File: src/rtl/multi_cycle_control_if.sv
// Control-path bundle between the multi-cycle control FSM and the datapath / memory / register file.
// mem_read/mem_write are the request valid; mem_ready completes it. A request is held unchanged
// until a rising clk edge sees mem_ready=1, and the FSM moves on at that edge.
interface multi_cycle_control_if;
  logic [6:0] opcode;
  logic       mem_ready;
  logic       is_halted;
  logic       pc_write;
  logic       pc_write_cond;
  logic [1:0] pc_source;
  logic       i_or_d;
  logic       mem_read;
  logic       mem_write;
  logic       ir_write;
  logic [1:0] mem_to_reg;
  logic       reg_write;
  logic       alu_src_a;
  logic [1:0] alu_src_b;
  logic [1:0] alu_op;
  logic       is_ecall;
  logic       halted;
  logic       mem_error;
  logic [2:0] fsm_state;

  modport master (
    input  opcode, mem_ready, is_halted,
    output pc_write, pc_write_cond, pc_source, i_or_d, mem_read, mem_write, ir_write,
           mem_to_reg, reg_write, alu_src_a, alu_src_b, alu_op, is_ecall, halted,
           mem_error, fsm_state
  );

  modport slave (
    output opcode, mem_ready, is_halted,
    input  pc_write, pc_write_cond, pc_source, i_or_d, mem_read, mem_write, ir_write,
           mem_to_reg, reg_write, alu_src_a, alu_src_b, alu_op, is_ecall, halted,
           mem_error, fsm_state
  );
endinterface

File: src/rtl/multi_cycle_control.sv
// Main control FSM of the multi-cycle RV32I core: sequences IF/ID/EX/MEM/WB with a memory
// ready handshake and stops on halt, illegal opcode or memory timeout.
module multi_cycle_control #(
  parameter int MEM_WAIT_MAX = 16
) (
  input logic                   clk,
  input logic                   reset,
  multi_cycle_control_if.master bus
);
  localparam int CW = $clog2(MEM_WAIT_MAX + 1);

  localparam logic [6:0] OP_R      = 7'b0110011;
  localparam logic [6:0] OP_I      = 7'b0010011;
  localparam logic [6:0] OP_LOAD   = 7'b0000011;
  localparam logic [6:0] OP_STORE  = 7'b0100011;
  localparam logic [6:0] OP_BRANCH = 7'b1100011;
  localparam logic [6:0] OP_JAL    = 7'b1101111;
  localparam logic [6:0] OP_JALR   = 7'b1100111;
  localparam logic [6:0] OP_ECALL  = 7'b1110011;

  typedef enum logic [2:0] {
    S_IF   = 3'd0,
    S_ID   = 3'd1,
    S_EX   = 3'd2,
    S_MEM  = 3'd3,
    S_WB   = 3'd4,
    S_HALT = 3'd5
  } state_t;

  state_t          state, state_d;
  logic [CW-1:0]   wait_cnt, wait_cnt_d;
  logic            active;
  logic            mem_error_q;
  logic            legal;
  logic            waiting;
  logic            timeout;

  always_comb begin
    case (bus.opcode)
      OP_R, OP_I, OP_LOAD, OP_STORE, OP_BRANCH, OP_JAL, OP_JALR, OP_ECALL: legal = 1'b1;
      default: legal = 1'b0;
    endcase
  end

  // A wait cycle is one where a memory request is out and not completed; the limit-th such
  // cycle without mem_ready is the timeout, while mem_ready in that cycle still completes.
  assign waiting    = active && (state == S_IF || state == S_MEM) && !bus.mem_ready;
  assign timeout    = waiting && (wait_cnt == CW'(MEM_WAIT_MAX - 1));
  assign wait_cnt_d = (waiting && !timeout) ? wait_cnt + 1'b1 : '0;

  // active stays low through reset and the following cycle so strobes start one cycle after release
  always_ff @(posedge clk or negedge reset) begin
    if (!reset) begin
      state       <= S_IF;
      wait_cnt    <= '0;
      active      <= 1'b0;
      mem_error_q <= 1'b0;
    end else begin
      state       <= state_d;
      wait_cnt    <= wait_cnt_d;
      active      <= 1'b1;
      mem_error_q <= mem_error_q | timeout;
    end
  end

  always_comb begin
    state_d           = state;
    bus.pc_write      = 1'b0;
    bus.pc_write_cond = 1'b0;
    bus.pc_source     = 2'd0;
    bus.i_or_d        = 1'b0;
    bus.mem_read      = 1'b0;
    bus.mem_write     = 1'b0;
    bus.ir_write      = 1'b0;
    bus.mem_to_reg    = 2'd0;
    bus.reg_write     = 1'b0;
    bus.alu_src_a     = 1'b0;
    bus.alu_src_b     = 2'd0;
    bus.alu_op        = 2'd0;
    bus.is_ecall      = 1'b0;
    if (active) begin
      case (state)
        S_IF: begin
          bus.mem_read = 1'b1;
          if (bus.mem_ready) begin
            bus.ir_write = 1'b1;
            state_d      = S_ID;
          end else if (timeout) begin
            state_d = S_HALT;
          end
        end
        S_ID: begin
          bus.alu_src_b = 2'd2;
          if (bus.opcode == OP_ECALL) begin
            bus.is_ecall = 1'b1;
            if (bus.is_halted) begin
              state_d = S_HALT;
            end else begin
              bus.pc_write = 1'b1;
              state_d      = S_IF;
            end
          end else if (legal) begin
            state_d = S_EX;
          end else begin
            state_d = S_HALT;
          end
        end
        S_EX: begin
          case (bus.opcode)
            OP_R: begin
              bus.alu_src_a = 1'b1;
              bus.alu_op    = 2'd2;
              state_d       = S_WB;
            end
            OP_I: begin
              bus.alu_src_a = 1'b1;
              bus.alu_src_b = 2'd1;
              bus.alu_op    = 2'd2;
              state_d       = S_WB;
            end
            OP_LOAD, OP_STORE: begin
              bus.alu_src_a = 1'b1;
              bus.alu_src_b = 2'd1;
              state_d       = S_MEM;
            end
            OP_BRANCH: begin
              bus.alu_src_a     = 1'b1;
              bus.alu_op        = 2'd1;
              bus.pc_write_cond = 1'b1;
              bus.pc_source     = 2'd1;
              state_d           = S_IF;
            end
            OP_JAL, OP_JALR: state_d = S_WB;
            default: state_d = S_HALT;
          endcase
        end
        S_MEM: begin
          bus.i_or_d    = 1'b1;
          bus.mem_read  = (bus.opcode == OP_LOAD);
          bus.mem_write = (bus.opcode != OP_LOAD);
          if (bus.mem_ready) begin
            if (bus.opcode == OP_LOAD) begin
              state_d = S_WB;
            end else begin
              bus.pc_write = 1'b1;
              state_d      = S_IF;
            end
          end else if (timeout) begin
            state_d = S_HALT;
          end
        end
        S_WB: begin
          bus.reg_write = 1'b1;
          bus.pc_write  = 1'b1;
          case (bus.opcode)
            OP_LOAD: bus.mem_to_reg = 2'd1;
            OP_JAL: begin
              bus.mem_to_reg = 2'd2;
              bus.pc_source  = 2'd1;
            end
            OP_JALR: begin
              bus.mem_to_reg = 2'd2;
              bus.pc_source  = 2'd2;
            end
            default: bus.mem_to_reg = 2'd0;
          endcase
          state_d = S_IF;
        end
        S_HALT: state_d = S_HALT;
        default: state_d = S_HALT;
      endcase
    end
  end

  assign bus.halted    = (state == S_HALT);
  assign bus.mem_error = mem_error_q;
  assign bus.fsm_state = state;
endmodule

File: src/flat_wrapper.sv
// flat-port wrapper written by rule: the top's interface ports become plain ports
module multi_cycle_control_flat 
#(
  parameter int MEM_WAIT_MAX = 16
)
  (clk, reset, bus_opcode, bus_mem_ready, bus_is_halted, bus_pc_write, bus_pc_write_cond, bus_pc_source, bus_i_or_d, bus_mem_read, bus_mem_write, bus_ir_write, bus_mem_to_reg, bus_reg_write, bus_alu_src_a, bus_alu_src_b, bus_alu_op, bus_is_ecall, bus_halted, bus_mem_error, bus_fsm_state);
  multi_cycle_control_if bus_i ();
  input logic clk;
  input logic reset;
  input wire logic [$bits(bus_i.opcode)-1:0] bus_opcode;
  input wire logic [$bits(bus_i.mem_ready)-1:0] bus_mem_ready;
  input wire logic [$bits(bus_i.is_halted)-1:0] bus_is_halted;
  output wire logic [$bits(bus_i.pc_write)-1:0] bus_pc_write;
  output wire logic [$bits(bus_i.pc_write_cond)-1:0] bus_pc_write_cond;
  output wire logic [$bits(bus_i.pc_source)-1:0] bus_pc_source;
  output wire logic [$bits(bus_i.i_or_d)-1:0] bus_i_or_d;
  output wire logic [$bits(bus_i.mem_read)-1:0] bus_mem_read;
  output wire logic [$bits(bus_i.mem_write)-1:0] bus_mem_write;
  output wire logic [$bits(bus_i.ir_write)-1:0] bus_ir_write;
  output wire logic [$bits(bus_i.mem_to_reg)-1:0] bus_mem_to_reg;
  output wire logic [$bits(bus_i.reg_write)-1:0] bus_reg_write;
  output wire logic [$bits(bus_i.alu_src_a)-1:0] bus_alu_src_a;
  output wire logic [$bits(bus_i.alu_src_b)-1:0] bus_alu_src_b;
  output wire logic [$bits(bus_i.alu_op)-1:0] bus_alu_op;
  output wire logic [$bits(bus_i.is_ecall)-1:0] bus_is_ecall;
  output wire logic [$bits(bus_i.halted)-1:0] bus_halted;
  output wire logic [$bits(bus_i.mem_error)-1:0] bus_mem_error;
  output wire logic [$bits(bus_i.fsm_state)-1:0] bus_fsm_state;
  assign bus_i.opcode = bus_opcode;
  assign bus_i.mem_ready = bus_mem_ready;
  assign bus_i.is_halted = bus_is_halted;
  assign bus_pc_write = bus_i.pc_write;
  assign bus_pc_write_cond = bus_i.pc_write_cond;
  assign bus_pc_source = bus_i.pc_source;
  assign bus_i_or_d = bus_i.i_or_d;
  assign bus_mem_read = bus_i.mem_read;
  assign bus_mem_write = bus_i.mem_write;
  assign bus_ir_write = bus_i.ir_write;
  assign bus_mem_to_reg = bus_i.mem_to_reg;
  assign bus_reg_write = bus_i.reg_write;
  assign bus_alu_src_a = bus_i.alu_src_a;
  assign bus_alu_src_b = bus_i.alu_src_b;
  assign bus_alu_op = bus_i.alu_op;
  assign bus_is_ecall = bus_i.is_ecall;
  assign bus_halted = bus_i.halted;
  assign bus_mem_error = bus_i.mem_error;
  assign bus_fsm_state = bus_i.fsm_state;
  multi_cycle_control #(.MEM_WAIT_MAX(MEM_WAIT_MAX)) u_core (.clk(clk), .reset(reset), .bus(bus_i));
endmodule
File: config.mk
export PLATFORM = sky130hd
export DESIGN_NAME = multi_cycle_control_flat
export DESIGN_NICKNAME = d
export VERILOG_FILES = /design/src/rtl/multi_cycle_control_if.sv /design/src/rtl/multi_cycle_control.sv /design/src/flat_wrapper.sv
export SDC_FILE = /design/constraint.sdc
export NUM_CORES = 1
export LEC_CHECK = 0
export ABC_AREA = 1
export ABC_CLOCK_PERIOD_IN_PS = 3390
export BUFFER_PORTS_ARGS = -buffer_cell sky130_fd_sc_hd__buf_2
export CORE_AREA = 2 2 45 47
export CTS_CLUSTER_DIAMETER = 50
export DETAILED_ROUTE_END_ITERATION = 6
export DIE_AREA = 0 0 47 49
export PLACE_DENSITY = 0.89
export SYNTH_ARGS = -nofsm -noshare
export SYNTH_HDL_FRONTEND = slang
export SYNTH_SLANG_ARGS = --single-unit
File: constraint.sdc
create_clock -name clk -period 3.39 [get_ports clk]
set_input_delay 0.1695 -clock clk [delete_from_list [all_inputs] [get_ports clk]]
set_output_delay 0.1695 -clock clk [all_outputs]
set_load 0.05 [all_outputs]
## Word-level counts from Yosys, hierarchy flattened

Cells that the tools add are included.
Widths: inputs -> output; s select.

- Bitwise gates (word level): 1
- Reductions and logical operators: 15
- Muxes and demuxes: 50
- Equality and inequality tests: 15
- $add $sub $neg: 1

Operators by type and width:

| cell | count |
|---|---|
| $eq 7x7->1 const B | 4 |
| $mux 1 | 27 |
| $mux 3 | 7 |
| $pmux 2 s2 | 5 |
| $pmux 3 s5 | 1 |
| $eq 7x6->1 const B | 2 |
| $mux 2 | 6 |
| $pmux 3 s3 | 1 |
| $reduce_or 8->1 | 1 |
| $eq 7x2->1 const B | 1 |
| $eq 7x5->1 const B | 1 |
| $ne 7x2->1 const B | 1 |
| $eq 3x2->1 const B | 2 |
| $eq 3x3->1 const B | 2 |
| $reduce_or 2->1 | 3 |
| $add 5x1->5 const B | 1 |
| $eq 5x4->1 const B | 1 |
| $mux 5 | 1 |
| $reduce_or 5->1 | 1 |
| $logic_and 1x1->1 | 4 |
| $reduce_or 4->1 | 1 |
| $eq 3x1->1 const B | 1 |
| $logic_not 3->1 | 1 |
| $pmux 1 s3 | 1 |
| other kinds (5) | 6 |

- Bits of input ports: 11
- Flip-flop bits (word level): 10
- Output and inout port bits: 22
- Word-level logic and storage cells: 86

## Longest topological paths before layout

- Depth after elaboration: 8
- Mapped depth: 11
- Depth with buffers taken out: 11

## Least setup slack after synthesis

Ideal clock, no wire load.

- Path type: register to output
- From: reg u_core.state[1], in the netlist u_core.bus.fsm_state[1]
- To: out bus_mem_write
- Buffers on the path: 0
- Data arrival time: 2.558 ns
- Stages on the path, launching flop included: 5
- Path slack: 0.663 ns
- Data required time: 3.220 ns
- Cells stage by stage: dfrtp_1 nand3_4 nor2_1 inv_2 a21oi_1

- Word-level cells in the longest chain between the ends: 3

RTL lines:

| item | line | text |
|---|---|---|
| from (decl) | multi_cycle_control.sv:30 | `state_t state, state_d;` |
| from (signal assigned) | multi_cycle_control.sv:59 | `state <= state_d;` |
| $eq 3x2->1 | multi_cycle_control.sv:82 | `case (state)` |
| $mux 1 | multi_cycle_control.sv:82 |  |
| $mux 1 | multi_cycle_control.sv:81 | `if (active) begin` |
| to (decl) | flat_wrapper.sv:18 | `output wire logic [$bits(bus_i.mem_write)-1:0] bus_mem_write;` |

No other way between the ends.

## Worst setup path in the final report

- From: reg u_core.state[1], in the netlist u_core.bus.fsm_state[1]
- To: out bus_pc_write

- Word-level cells in the longest chain between the ends: 3
- Elaborated cells between the ends (all ways): 5
- Classes of those cells: 3 x eq/ne; 2 x mux

RTL lines:

| item | line | text |
|---|---|---|
| $eq 3x3->1 (tied with other cells) | multi_cycle_control.sv:82 |  |
| $pmux 1 s3 (*) | multi_cycle_control.sv:82 |  |
| $mux 1 (*) | multi_cycle_control.sv:81 |  |
| to (decl) | flat_wrapper.sv:13 | `output wire logic [$bits(bus_i.pc_write)-1:0] bus_pc_write;` |

Every way passes the cells marked *; elsewhere a longest branch is shown, timed or not.

==> run summary <==
number of I/O port buffers: 32
setup violation total in the final timing report: 0
Pre-Repair DR Iteration Count: 4
Die Area: 0.00230 mm^2
buffer type at the clock tree root: clkbuf_4
worst clock skew: 0.000430 ns
type of the tightest min-delay check: primary input to async pin
DRC violations left: 0
TritonCTS clock tree: built
Post-CTS Hold Fix Bufs: 1
part of the Yosys area used for sequential elements: 28.1%
global placement routability congestion: 0.769
final-report max-slew violation count: 0
number of failing hold endpoints at the final stage: 0
area of the core: 0.00184 mm^2
Critical Path Sink Type: output pin
overall die height: 49 um
buffers inserted by post-CTS timing repair: 0
static leakage power: 0.643 nW
data required time at the worst endpoint: 3.22 ns
area growth from synthesis to final layout: 25.5%
post-synth design cell area: 890 um^2
type of origin of the critical path: flop
vias in the first global route: 890
Die Width: 47 um
status: completed
Synth Register Bits: 10
total of cells resized after clock tree synthesis: 0
GRT Util Overall: 20.7%
number of different library cells in the post-synthesis netlist: 25
warnings from Yosys: 0
worst path arrival time: 1.73 ns
sequential cell area: 250 um^2
initial standard-cell utilization of the core: 48.3%
H-tree depth reported by CTS: 1
areal power density over the cells: 482 mW/mm^2
unrepaired setup endpoints after global routing: no
number of buffers inserted during clock tree synthesis: 3
highest-count cells in the layout ignoring fill and taps: 37 x nand2_1, 32 x buf_2, 25 x nor2_1
worst slack, placed: 1.75 ns
Post-Route WL: 2.05 mm
setup slack after layout: 1.49 ns
area of the multi-input gates: 542 um^2
Max Cap Violations: 0
maximum net fanout on the critical path: 7
Setup CP Type: flop to output pin
number of flops mapped to enable cells by yosys: 0
Async SR Flop Fraction: 100%
setup TNS after final layout: 0 ns
crit share post-route: 56.1%
vias post-DR: 966
Net count, final: 191
Final Critical Period: 1.90 ns
post-DP HPWL: 1.82 mm
clock-pin transition on the worst setup and hold timing paths: 0.05 ns
commonest non-fill, non-tap cell in the layout: nand2_1
layout cells sized above 1: 33.0%
achievable frequency: 0.526 GHz
number of nets still failing antenna checks after routing: 0
antenna violations before repair: 0
number of nets produced by synthesis: 153
Antenna Cells: 0
average instance area after synthesis: 6.35 um^2
Via density: 4.76
I/O pin total: 33
Clock Sinks: 10
pin count of the biggest net entering global routing: 11
number of placement rows: 16
cell count after synthesis: 140
maximum clock path buffer count: 2
clock latency at the later pin of the worst-skew pair: 0.25 ns
DRC marker count from the first detailed-route iteration: 10
wire length of the first global-routing pass: 3.54 mm
routed length per placed instance: 10.1 um
leftover overflow at the end of global routing: 0
most used flip-flop cell after synthesis: dfrtp_1
Peak supply drop: 0.000543 V
fillcell total: 188
[flip-flops by register name, indices dropped and copies added (netlist names)]
register and count:
u_core.wait_cnt 5, u_core.bus.fsm_state 3, u_core.active 1, u_core.bus.mem_error 1
[cells in the mapped netlist, types with 2 or more instances]
library cell  number  area (um^2)
dfrtp_1           10          250
inv_1             18         67.6
o21ai_1            2         10.0
nand4_2            2         25.0
inv_2              8         30.0
nand2_1           37          139
nor3_2             2         20.0
a21oi_1            3         15.0
o21ai_0            2         10.0
nand2_2            3         18.8
nor2_2             2         12.5
nor3_1             3         15.0
nand3_1           10         50.1
ha_1               2         25.0
nor2_4             2         22.5
nor2_1            25         93.8
[cell families (layout without fill, tap and decap cells)]
logic type,after synthesis,after routing,synth area share [%]
compound gates,9,9,6.19
xor+xnor,1,1,0.985
fa+ha+maj,2,2,2.81
buf+inv,26,62,11.0
flops,10,10,28.1
other cells,1,1,0.422
simple gates,91,91,50.5
[critical path, cell delays in order, from the launching register on]
cell and delay [ns]:
dfrtp_1 0.49, nor3_2 0.28, inv_2 0.07, nor2_4 0.08
and3_4 0.18, nand2_2 0.05, o211ai_2 0.05, buf_2 0.28
[stage by stage]
step           total power, mW  cell area, um^2  cells  utilization [%]  hold WS (ns)
6_report                 0.538             1120    203             60.6         0.286
5_1_grt                  0.585             1120    203             60.6         0.302
3_5_place_dp             0.468             1080    199             58.8        0.0316
2_1_floorplan            0.396              890    140                -        -0.126
4_1_cts                  0.545             1120    203             60.6         0.286
3_3_place_gp             0.458             1080    199             58.8        0.0306
[per-layer routing]
metal | global-route usage [%] | vias to the layer above | wire [um]
met5 | 0 | - | 0
met4 | 7.41 | 0 | 38
met3 | 3.33 | 4 | 115
li1 | - | 510 | -
met2 | 36.5 | 32 | 1060
met1 | 23.9 | 420 | 840
[path summary, 6_finish.rpt]
| check | startpoint | endpoint | cells after the start | slack [ns] |
|---|---|---|---|---|
| worst max register to register | u_core.wait_cnt[0] | u_core.bus.fsm_state[2] | 10 | 1.88 |
| max in group asynchronous | reset | u_core.bus.fsm_state[1] | 2 | 2.93 |
| worst min register to register | u_core.bus.mem_error | u_core.bus.mem_error | 2 | 0.46 |
| worst max-delay path | u_core.bus.fsm_state[1] | bus_pc_write | 7 | 1.49 |
| worst min-delay path | reset | u_core.wait_cnt[0] | 2 | 0.29 |
| min in group clk | bus_mem_ready | u_core.bus.mem_error | 4 | 0.39 |
[power by group]
part	internal [mW]	total, mW	switching (mW)	leakage [nW]
Combinational	0.0748	0.307	0.232	0.503
Sequential	0.133	0.159	0.0257	0.126
Clock	0.0405	0.0729	0.0324	0.0138
Total	0.248	0.538	0.290	0.643
[cell type report]
type / instances / area share (%)
clock buffer: 3 / 2.02
inverter: 26 / 8.74
multi-input combinational: 104 / 48.5
sequential: 10 / 22.4
tap: 27 / 3.03
timing repair buffer: 33 / 15.2
(Power assumes the default switching activity.)
